## src/rtl/adder_tree_pkg.sv

```systemverilog
// Shared helpers for the pipelined adder tree: log2 sizing and per-level element counts.
// Latency: n/a (compile-time functions only).
// Backpressure: n/a.
package adder_tree_pkg;

    // Defaults used by the top module parameter list.
    localparam int DEF_IN_BW  = 16;
    localparam int DEF_OUT_BW = 24;
    localparam int DEF_NUM_IN = 16;

    // Ceiling log2; clog2(1) = 0.
    function automatic int clog2(input int n);
        int r;
        r = 0;
        for (int i = 0; i < 31; i++) begin
            if ((1 << i) < n) begin
                r = i + 1;
            end
        end
        return r;
    endfunction

    // Number of elements entering level k of a tree fed with n inputs.
    // Each level halves the count, rounding up for the odd pass-through element.
    function automatic int level_width(input int n, input int k);
        int w;
        w = n;
        for (int i = 0; i < k; i++) begin
            w = (w + 1) / 2;
        end
        return w;
    endfunction

endpackage

```

## src/rtl/adder_tree_stage.sv

```systemverilog
// One reduction level: pairs neighbouring elements, odd last element passes through, then registers.
// Latency: 1 cycle (register after the adders).
// Backpressure: register holds while en_i=0; valid/last/data advance together when en_i=1.
//
// Ports:
//   clk, rst_n     clock, synchronous active-low reset
//   en_i           stage advance enable (deasserted during downstream stall)
//   vld_i, last_i  beat valid / group-last entering this level
//   dat_i          N_IN signed elements of W bits, element i at [i*W +: W]
//   vld_o, last_o  registered valid / last
//   dat_o          ceil(N_IN/2) registered sums
module adder_tree_stage
    import adder_tree_pkg::*;
#(
    parameter int N_IN = 2,
    parameter int W    = 24
) (
    input  logic                          clk,
    input  logic                          rst_n,
    input  logic                          en_i,
    input  logic                          vld_i,
    input  logic                          last_i,
    input  logic [N_IN*W-1:0]             dat_i,
    output logic                          vld_o,
    output logic                          last_o,
    output logic [((N_IN+1)/2)*W-1:0]     dat_o
);

    localparam int N_OUT = (N_IN + 1) / 2;

    logic [N_OUT*W-1:0] sum_d;
    logic [N_OUT*W-1:0] dat_q;
    logic               vld_q;
    logic               last_q;

    genvar j;
    for (j = 0; j < N_OUT; j++) begin : g_pair
        if (2 * j + 1 < N_IN) begin : g_add
            // Width is already wide enough for the full tree, so this add is exact.
            assign sum_d[j*W +: W] = dat_i[(2*j)*W +: W] + dat_i[(2*j+1)*W +: W];
        end else begin : g_pass
            assign sum_d[j*W +: W] = dat_i[(2*j)*W +: W];
        end
    end

    always_ff @(posedge clk) begin
        if (!rst_n) begin
            vld_q  <= 1'b0;
            last_q <= 1'b0;
            dat_q  <= '0;
        end else if (en_i) begin
            vld_q  <= vld_i;
            // last is only meaningful alongside a valid beat
            last_q <= vld_i & last_i;
            dat_q  <= sum_d;
        end
    end

    assign vld_o  = vld_q;
    assign last_o = last_q;
    assign dat_o  = dat_q;

endmodule

```

## src/rtl/adder_tree_pipe.sv

```systemverilog
// Pipelined signed reduction tree with multi-beat group accumulation and wrap/saturate overflow.
// Latency: single-beat group accepted at cycle t -> out_valid at t+clog2(NUM_IN)+1.
// Backpressure: out_valid & ~out_ready freezes every stage, the accumulator and outputs; in_ready=0.
//
// Ports:
//   clk, rst_n                 clock, synchronous active-low reset
//   in_valid/in_ready/in_last  input beat handshake, in_last closes the accumulation group
//   data_in_flat               NUM_IN signed IN_BW elements, element i at [i*IN_BW +: IN_BW]
//   out_valid/out_ready        group result handshake
//   out_sum, out_ovf           signed group sum and sticky group overflow flag
module adder_tree_pipe
    import adder_tree_pkg::*;
#(
    parameter int IN_BW  = DEF_IN_BW,
    parameter int OUT_BW = DEF_OUT_BW,
    parameter int NUM_IN = DEF_NUM_IN,
    parameter int SAT    = 0
) (
    input  logic                    clk,
    input  logic                    rst_n,
    input  logic                    in_valid,
    output logic                    in_ready,
    input  logic                    in_last,
    input  logic [IN_BW*NUM_IN-1:0] data_in_flat,
    output logic                    out_valid,
    input  logic                    out_ready,
    output logic [OUT_BW-1:0]       out_sum,
    output logic                    out_ovf
);

    localparam int LEVELS = clog2(NUM_IN);
    localparam int MSB    = OUT_BW - 1;
    localparam logic [OUT_BW-1:0] SMAX = {1'b0, {(OUT_BW-1){1'b1}}};
    localparam logic [OUT_BW-1:0] SMIN = {1'b1, {(OUT_BW-1){1'b0}}};

    logic stall;
    logic stage_en;

    logic [NUM_IN*OUT_BW-1:0] ext;

    logic              tree_vld;
    logic              tree_last;
    logic [OUT_BW-1:0] tree_sum;

    logic [OUT_BW-1:0] acc_q, acc_d;
    logic              first_q, first_d;
    logic              grp_ovf_q, grp_ovf_d;
    logic              out_valid_q, out_valid_d;
    logic [OUT_BW-1:0] out_sum_q, out_sum_d;
    logic              out_ovf_q, out_ovf_d;

    logic [OUT_BW-1:0] acc_base;
    logic [OUT_BW-1:0] raw_sum;
    logic [OUT_BW-1:0] acc_res;
    logic              add_ovf;
    logic              grp_ovf;

    assign stall    = out_valid_q & ~out_ready;
    assign stage_en = ~stall;
    // Held low during reset so no beat is considered accepted while the pipe is being flushed.
    assign in_ready = rst_n & ~stall;

    // Sign-extend every element to the full tree width up front.
    genvar i;
    for (i = 0; i < NUM_IN; i++) begin : g_ext
        assign ext[i*OUT_BW +: OUT_BW] = OUT_BW'($signed(data_in_flat[i*IN_BW +: IN_BW]));
    end

    genvar k;
    for (k = 0; k < LEVELS; k++) begin : g_lvl
        localparam int NI = level_width(NUM_IN, k);
        localparam int NO = level_width(NUM_IN, k + 1);

        logic [NI*OUT_BW-1:0] din;
        logic                 vin;
        logic                 lin;
        logic [NO*OUT_BW-1:0] dout;
        logic                 vout;
        logic                 lout;

        if (k == 0) begin : g_head
            assign din = ext;
            assign vin = in_valid;
            assign lin = in_last;
        end else begin : g_body
            assign din = g_lvl[k-1].dout;
            assign vin = g_lvl[k-1].vout;
            assign lin = g_lvl[k-1].lout;
        end

        adder_tree_stage #(
            .N_IN (NI),
            .W    (OUT_BW)
        ) u_stage (
            .clk    (clk),
            .rst_n  (rst_n),
            .en_i   (stage_en),
            .vld_i  (vin),
            .last_i (lin),
            .dat_i  (din),
            .vld_o  (vout),
            .last_o (lout),
            .dat_o  (dout)
        );
    end

    assign tree_vld  = g_lvl[LEVELS-1].vout;
    assign tree_last = g_lvl[LEVELS-1].lout;
    assign tree_sum  = g_lvl[LEVELS-1].dout;

    // Accumulator datapath: the first beat of a group starts from zero.
    always_comb begin
        acc_base = first_q ? '0 : acc_q;
        raw_sum  = acc_base + tree_sum;
        // Two same-sign operands giving an opposite-sign result is a signed overflow.
        add_ovf  = (acc_base[MSB] == tree_sum[MSB]) && (raw_sum[MSB] != acc_base[MSB]);
        acc_res  = raw_sum;
        if ((SAT != 0) && add_ovf) begin
            acc_res = tree_sum[MSB] ? SMIN : SMAX;
        end
        grp_ovf  = (first_q ? 1'b0 : grp_ovf_q) | add_ovf;
    end

    always_comb begin
        acc_d       = acc_q;
        first_d     = first_q;
        grp_ovf_d   = grp_ovf_q;
        out_valid_d = out_valid_q;
        out_sum_d   = out_sum_q;
        out_ovf_d   = out_ovf_q;
        if (!stall) begin
            // Not stalled means either no result was pending or it is being taken now.
            out_valid_d = 1'b0;
            if (tree_vld) begin
                acc_d     = acc_res;
                first_d   = tree_last;
                grp_ovf_d = grp_ovf;
                if (tree_last) begin
                    out_valid_d = 1'b1;
                    out_sum_d   = acc_res;
                    out_ovf_d   = grp_ovf;
                end
            end
        end
    end

    always_ff @(posedge clk) begin
        if (!rst_n) begin
            acc_q       <= '0;
            first_q     <= 1'b1;
            grp_ovf_q   <= 1'b0;
            out_valid_q <= 1'b0;
            out_sum_q   <= '0;
            out_ovf_q   <= 1'b0;
        end else begin
            acc_q       <= acc_d;
            first_q     <= first_d;
            grp_ovf_q   <= grp_ovf_d;
            out_valid_q <= out_valid_d;
            out_sum_q   <= out_sum_d;
            out_ovf_q   <= out_ovf_d;
        end
    end

    assign out_valid = out_valid_q;
    assign out_sum   = out_sum_q;
    assign out_ovf   = out_ovf_q;

endmodule

```

## config.mk

```make
export PLATFORM = sky130hd
export DESIGN_NAME = adder_tree_pipe
export DESIGN_NICKNAME = d
export VERILOG_FILES = /design/src/rtl/adder_tree_pkg.sv /design/src/rtl/adder_tree_stage.sv /design/src/rtl/adder_tree_pipe.sv
export SDC_FILE = /design/constraint.sdc
export NUM_CORES = 1
export LEC_CHECK = 0
export CORE_MARGIN = 4
export CORE_UTILIZATION = 58
export CTS_CLUSTER_DIAMETER = 100
export CTS_CLUSTER_SIZE = 25
export DETAILED_ROUTE_END_ITERATION = 6
export PLACE_DENSITY_LB_ADDON = 0.1
export SLEW_MARGIN = 20
export SYNTH_ARGS = -nofsm -noshare
export SYNTH_HDL_FRONTEND = slang
export SYNTH_SLANG_ARGS = --single-unit
```

## constraint.sdc

```tcl
create_clock -name clk -period 3.5 [get_ports clk]
set_input_delay 0.35 -clock clk [delete_from_list [all_inputs] [get_ports clk]]
set_output_delay 0.35 -clock clk [all_outputs]
set_load 0.03 [all_outputs]
```

Yosys cells after proc, flatten, opt, wreduce, memory -nomap -nowiden. Index checks and enable logic that the tools add are counted.

Bits in registers: 420. Latch bits: 0. RAM bits: 0. Memory bits (read-only): 0. Output and inout bits: 27. Memories: 0.

Add/subtract/negate cells: 16. Multipliers: 0. Divide/modulo/power cells: 0. Magnitude comparators: 0. Eq/ne operators: 2. Shift-type cells: 0. Muxes and demuxes: 4. Bitwise gates (word level): 9. Reduce and logical (&&, ||, !) cells: 3.

Operator list (count): 24-bit adder (8); 16-bit by 16-bit adder with 17-bit output (8); 24-bit two-way mux (1); 1-bit bitwise AND (6); 1-bit two-way mux (3); 3-bit AND reduction (1); 1-bit inverter (2); 2-bit AND reduction (1); 1-bit equality test (1); 1-bit logical AND (1); 1-bit inequality test (1); 1-bit bitwise OR (1).

Longest topological paths before layout.
Depth after elaboration: 5. Gate-level depth with buffers: 14.

By module. From an unflattened synthesis, not the netlist that was laid out.

Cells, all modules: 4195. Area, all modules: 33875.0 um^2.

Modules (own cells, without submodules): adder_tree_stage (g_lvl[0].u_stage) (instances 1, cells an instance 2024, area each 16320.7 um^2, sequential area each 3883.7 um^2); adder_tree_stage (g_lvl[1].u_stage) (instances 1, cells an instance 981, area each 7923.8 um^2, sequential area each 1961.9 um^2); adder_tree_stage (g_lvl[2].u_stage) (instances 1, cells an instance 503, area each 4113.9 um^2, sequential area each 1001.0 um^2); adder_tree_pipe (instances 1, cells an instance 422, area each 3328.2 um^2, sequential area each 1041.0 um^2); adder_tree_stage (g_lvl[3].u_stage) (instances 1, cells an instance 265, area each 2188.3 um^2, sequential area each 520.5 um^2).

Least setup slack after synthesis. OpenSTA, ideal clock, no wires.

Kind: reg2reg. Start: register first_q. End: register out_sum_q[23], in the netlist out_sum[23]. Setup time: 133 ps. Arrival time: 2991 ps. Required time: 3367 ps. Setup slack: 376 ps. Stages on the path, launching flop included: 15. Buffers on the path: 3. Clock period less this slack: 3124 ps. Cells stage by stage: dfxtp_1 clkbuf_1 clkbuf_1 nor2b_1 ha_1 buf_6 and3_4 and3_4 a211oi_4 a22oi_4 a311oi_4 o31ai_4 xnor2_2 xor2_1 a21oi_1.

Cells in the longest elaborated chain, start to end: 2.

RTL lines: start, declared (line adder_tree_pipe.sv:46) `logic first_q, first_d;`; start signal, assigned (line adder_tree_pipe.sv:157) `first_q <= first_d;`; 24-bit two-way mux (line adder_tree_pipe.sv:113) `acc_base = first_q ? '0 : acc_q;`; 24-bit adder (line adder_tree_pipe.sv:114) `raw_sum = acc_base + tree_sum;`; end signal, assigned (line adder_tree_pipe.sv:160) `out_sum_q <= out_sum_d;`; end, declared (line adder_tree_pipe.sv:49) `logic [OUT_BW-1:0] out_sum_q, out_sum_d;`.

Every way passes these cells. A chain may end at the register's enable or synchronous reset.

Worst setup path after layout. Ends and elaborated chain as after synthesis.

==> summary.md <==
| Metric | Value |
|---|---|
| H-tree depth | `1` |
| CP dominant cell by count | `and3_4` |
| Post-synth top area cell | `dfxtp_1` |
| CTS root buffer | `clkbuf_16` |
| CP delay by family, top | `compound AO/OA/AOI/OAI gates` |
| Max Cap Viol | `0` |
| Register area share after synthesis | `0.297` |
| Power Dens Cells | `430 nW/um^2` |
| Worst setup margin | `0.335 ns` |
| Vias in the first global route | `21500` |
| Synthesized Nets | `3666` |
| Fin crit period | `3.16 ns` |
| Area grow syn2layout | `16.0%` |
| Synth Flop Type | `dfxtp_1` |
| 1st-iter DRT viols | `1365` |
| Layout cells sized above 1 | `0.0282` |
| Cell count after synthesis | `3101` |
| CP Buf/Inv Count | `1` |
| Avg Vias per Cell | `5.83` |
| Min-delay worst type | `in2reg` |
| Critical path arrival | `3.55 ns` |
| Violated checks | `DRC` |
| Largest net degree at the start of global routing | `137` |
| Top post-synthesis cells by area | `dfxtp_1 30%, ha_1 15%, nand2_1 7.1%, a21oi_1 6.9%, o21ai_0 4.7%` |
| Netlist cell types | `81` |
| Clock Path Buffers | `3` |
| Post_cts resized | `0` |
| CTS Buf Count | `18` |
| Slew @ Worst Pin | `1.00 ns` |
| Register area | `7290 um^2` |
| FF-to-FF setup slack | `0.34 ns` |
| Max VDD drop | `0.000265 V` |
| CP endpoint kind | `register` |
| Synth cell count leaders | `468 x nand2_1, 364 x dfxtp_1, 337 x a21oi_1, 288 x ha_1, 233 x o21ai_0` |
| Clock-pin slew on the worst setup and hold paths | `0.10 ns` |
| Global route overflow | `0` |
| RSZ-0062 raised after global routing | `false` |
| Remaining DRCs | `9` |
| Mapped Area | `24600 um^2` |
| Crit path kind | `reg2reg` |
| Async S/R FF share, synth | `0` |
| Max incr delay on CP | `0.45 ns` |
| HPWL after detailed placement | `48100 um` |
| Total power | `12.3 mW` |
| IO Port Bufs | `287` |
| Row count | `75` |
| CP max FO | `8` |
| Crit path max-delay cell type | `dfxtp_1` |
| GRT Total Usage | `0.262` |
| Yosys top cell area share | `0.297` |
| Routed vias | `22500` |
| Startpoint types | `register` |
| DIE WIDTH | `214 um` |
| Max-slew violation count | `0` |
| ANT cells | `0` |
| Worst slack, placed | `-0.0145 ns` |
| # clock sinks | `364` |
| Die footprint | `45700 um^2` |
| Hold WS | `0.270 ns` |
| Critical path cell sequence | `buf_4, nor2b_1, ha_1, and3_4, and3_4, a211oi_4, a22oi_4, a311oi_4, o31ai_4, xnor2_2, xor2_1, a21oi_1` |
| Fmax | `0.316 GHz` |
| Rel. slew slack | `0.329` |
| GPL Wtd Cong | `0.895` |
| Die Y | `214 um` |
| Number of synthesized flops with an enable pin | `0` |
| CTS tree | `done` |
| Syn Area/Cell | `7.92 um^2` |
| Setup violations, final | `0` |
| Worst endpoint required time | `3.89 ns` |
| Starting Density | `0.586` |
| Hold Vio Cnt, Final | `0` |
| Final period util | `0.904` |
| Dominant cell by count in the synthesized netlist | `nand2_1` |
| Initial antenna violation count | `0` |
| Wire length of the first global-routing pass | `102000 um` |
| Hold buffers post-CTS | `0` |
| Leak | `12.3 nW` |
| FILL cells | `3579` |
| Post-route antenna net violation count | `0` |
| Area of the multi-input gates | `16400 um^2` |
| CORE AREA | `41900 um^2` |
| Routed WL | `62500 um` |
| Post-route setup TNS | `0 ns` |
| Clock skew | `0.0149 ns` |
| Status | `complete, but fails checks` |
| 1st-pass router iterations | `7` |
| Top-Level Pins | `288` |
| Clock latency on the worst-skew pair | `0.54 ns` |
| Ys Warns | `0` |
| Final net count | `3892` |
| Setup Buffers After CTS | `0` |
| Wire length per cell | `16.2 um` |
| #FFs+latches synth | `364` |
cell type report:
type | instances | area share
sequential | 364 | 0.256
timing repair buffer | 318 | 0.110
clock buffer | 19 | 0.0167
clock inverter | 2 | 0.00136
multi-input combinational | 2508 | 0.577
inverter | 117 | 0.0156
tap | 539 | 0.0237
worst register-to-register path, cell delays in order, from the launching register on:
cell      delay [ns]
dfxtp_1         0.45
buf_4           0.20
nor2b_1         0.07
ha_1            0.38
and3_4          0.23
and3_4          0.18
a211oi_4        0.34
a22oi_4         0.14
a311oi_4        0.40
o31ai_4         0.14
xnor2_2         0.22
xor2_1          0.18
a21oi_1         0.08
placed cells by master (no fill, tap or decap), drive strengths merged, types with 15 or more instances in the layout:
cell type,n
nand2,468
dfxtp,364
a21oi,337
ha,288
clkdlybuf4s50,286
o21ai,241
nor2,223
inv,117
xnor2,113
xor2,87
a21o,86
nand3,64
nor2b,58
nor3,57
o21a,57
a211oi,55
nand2b,38
o21bai,33
buf,32
or3,30
a31oi,24
and3,24
clkbuf,19
o211ai,18
o31ai,17
fa,16
nand4,15
o41ai,15
state kept, by name, summed over array words and instances, names as in the netlist:
name and count:
grp_ovf_q 1, first_q 1, g_lvl.u_stage.vld_o 4, acc_q 24, out_ovf 1, g_lvl.u_stage.dat_o 304
out_valid 1, out_sum 24, g_lvl.u_stage.last_o 4
logic make-up (layout without fill, tap and decap cells):
kind of cell | after synthesis | after routing | share of synthesized area
AND/OR/NAND/NOR | 1027 | 1027 | 0.188
AO/OA/AOI/OAI | 972 | 972 | 0.247
flip-flops | 364 | 364 | 0.297
adder cells (fa/ha/maj) | 304 | 304 | 0.160
buffers and inverters | 229 | 456 | 0.0353
XOR/XNOR | 200 | 200 | 0.0716
multiplexers | 5 | 5 | 0.00214
power breakdown:
group	internal, mW	total, mW	leakage (nW)	switching [mW]
registers	4.78	5.23	3.01	0.451
logic	2.15	4.64	9.01	2.49
clock network	1.06	2.39	0.253	1.33
total	7.98	12.3	12.3	4.28
per-stage QoR:
step | utilization | cells | instance area [um^2]
6_report | 0.679 | 3867 | 28500
5_1_grt | 0.679 | 3867 | 28500
4_1_cts | 0.679 | 3867 | 28500
3_5_place_dp | 0.667 | 3846 | 28000
3_3_place_gp | 0.667 | 3846 | 28000
2_1_floorplan | - | 3101 | 24600
final timing paths:
kind | start | end | cells past startpoint
worst max-delay path | first_q | out_sum[23] | 12
worst min-delay path | rst_n | g_lvl[0].u_stage.dat_o[71] | 3
worst max register to register | first_q | out_sum[23] | 12
worst min register to register | g_lvl[1].u_stage.last_o | g_lvl[1].u_stage.last_o | 2
layer usage:
metal  wire length, um  global-route usage
met5                 0                   0
met4              1120              0.0510
met1             28700               0.354
met2             29900               0.460
met3              2810              0.0269
(Power assumes the default switching activity.)
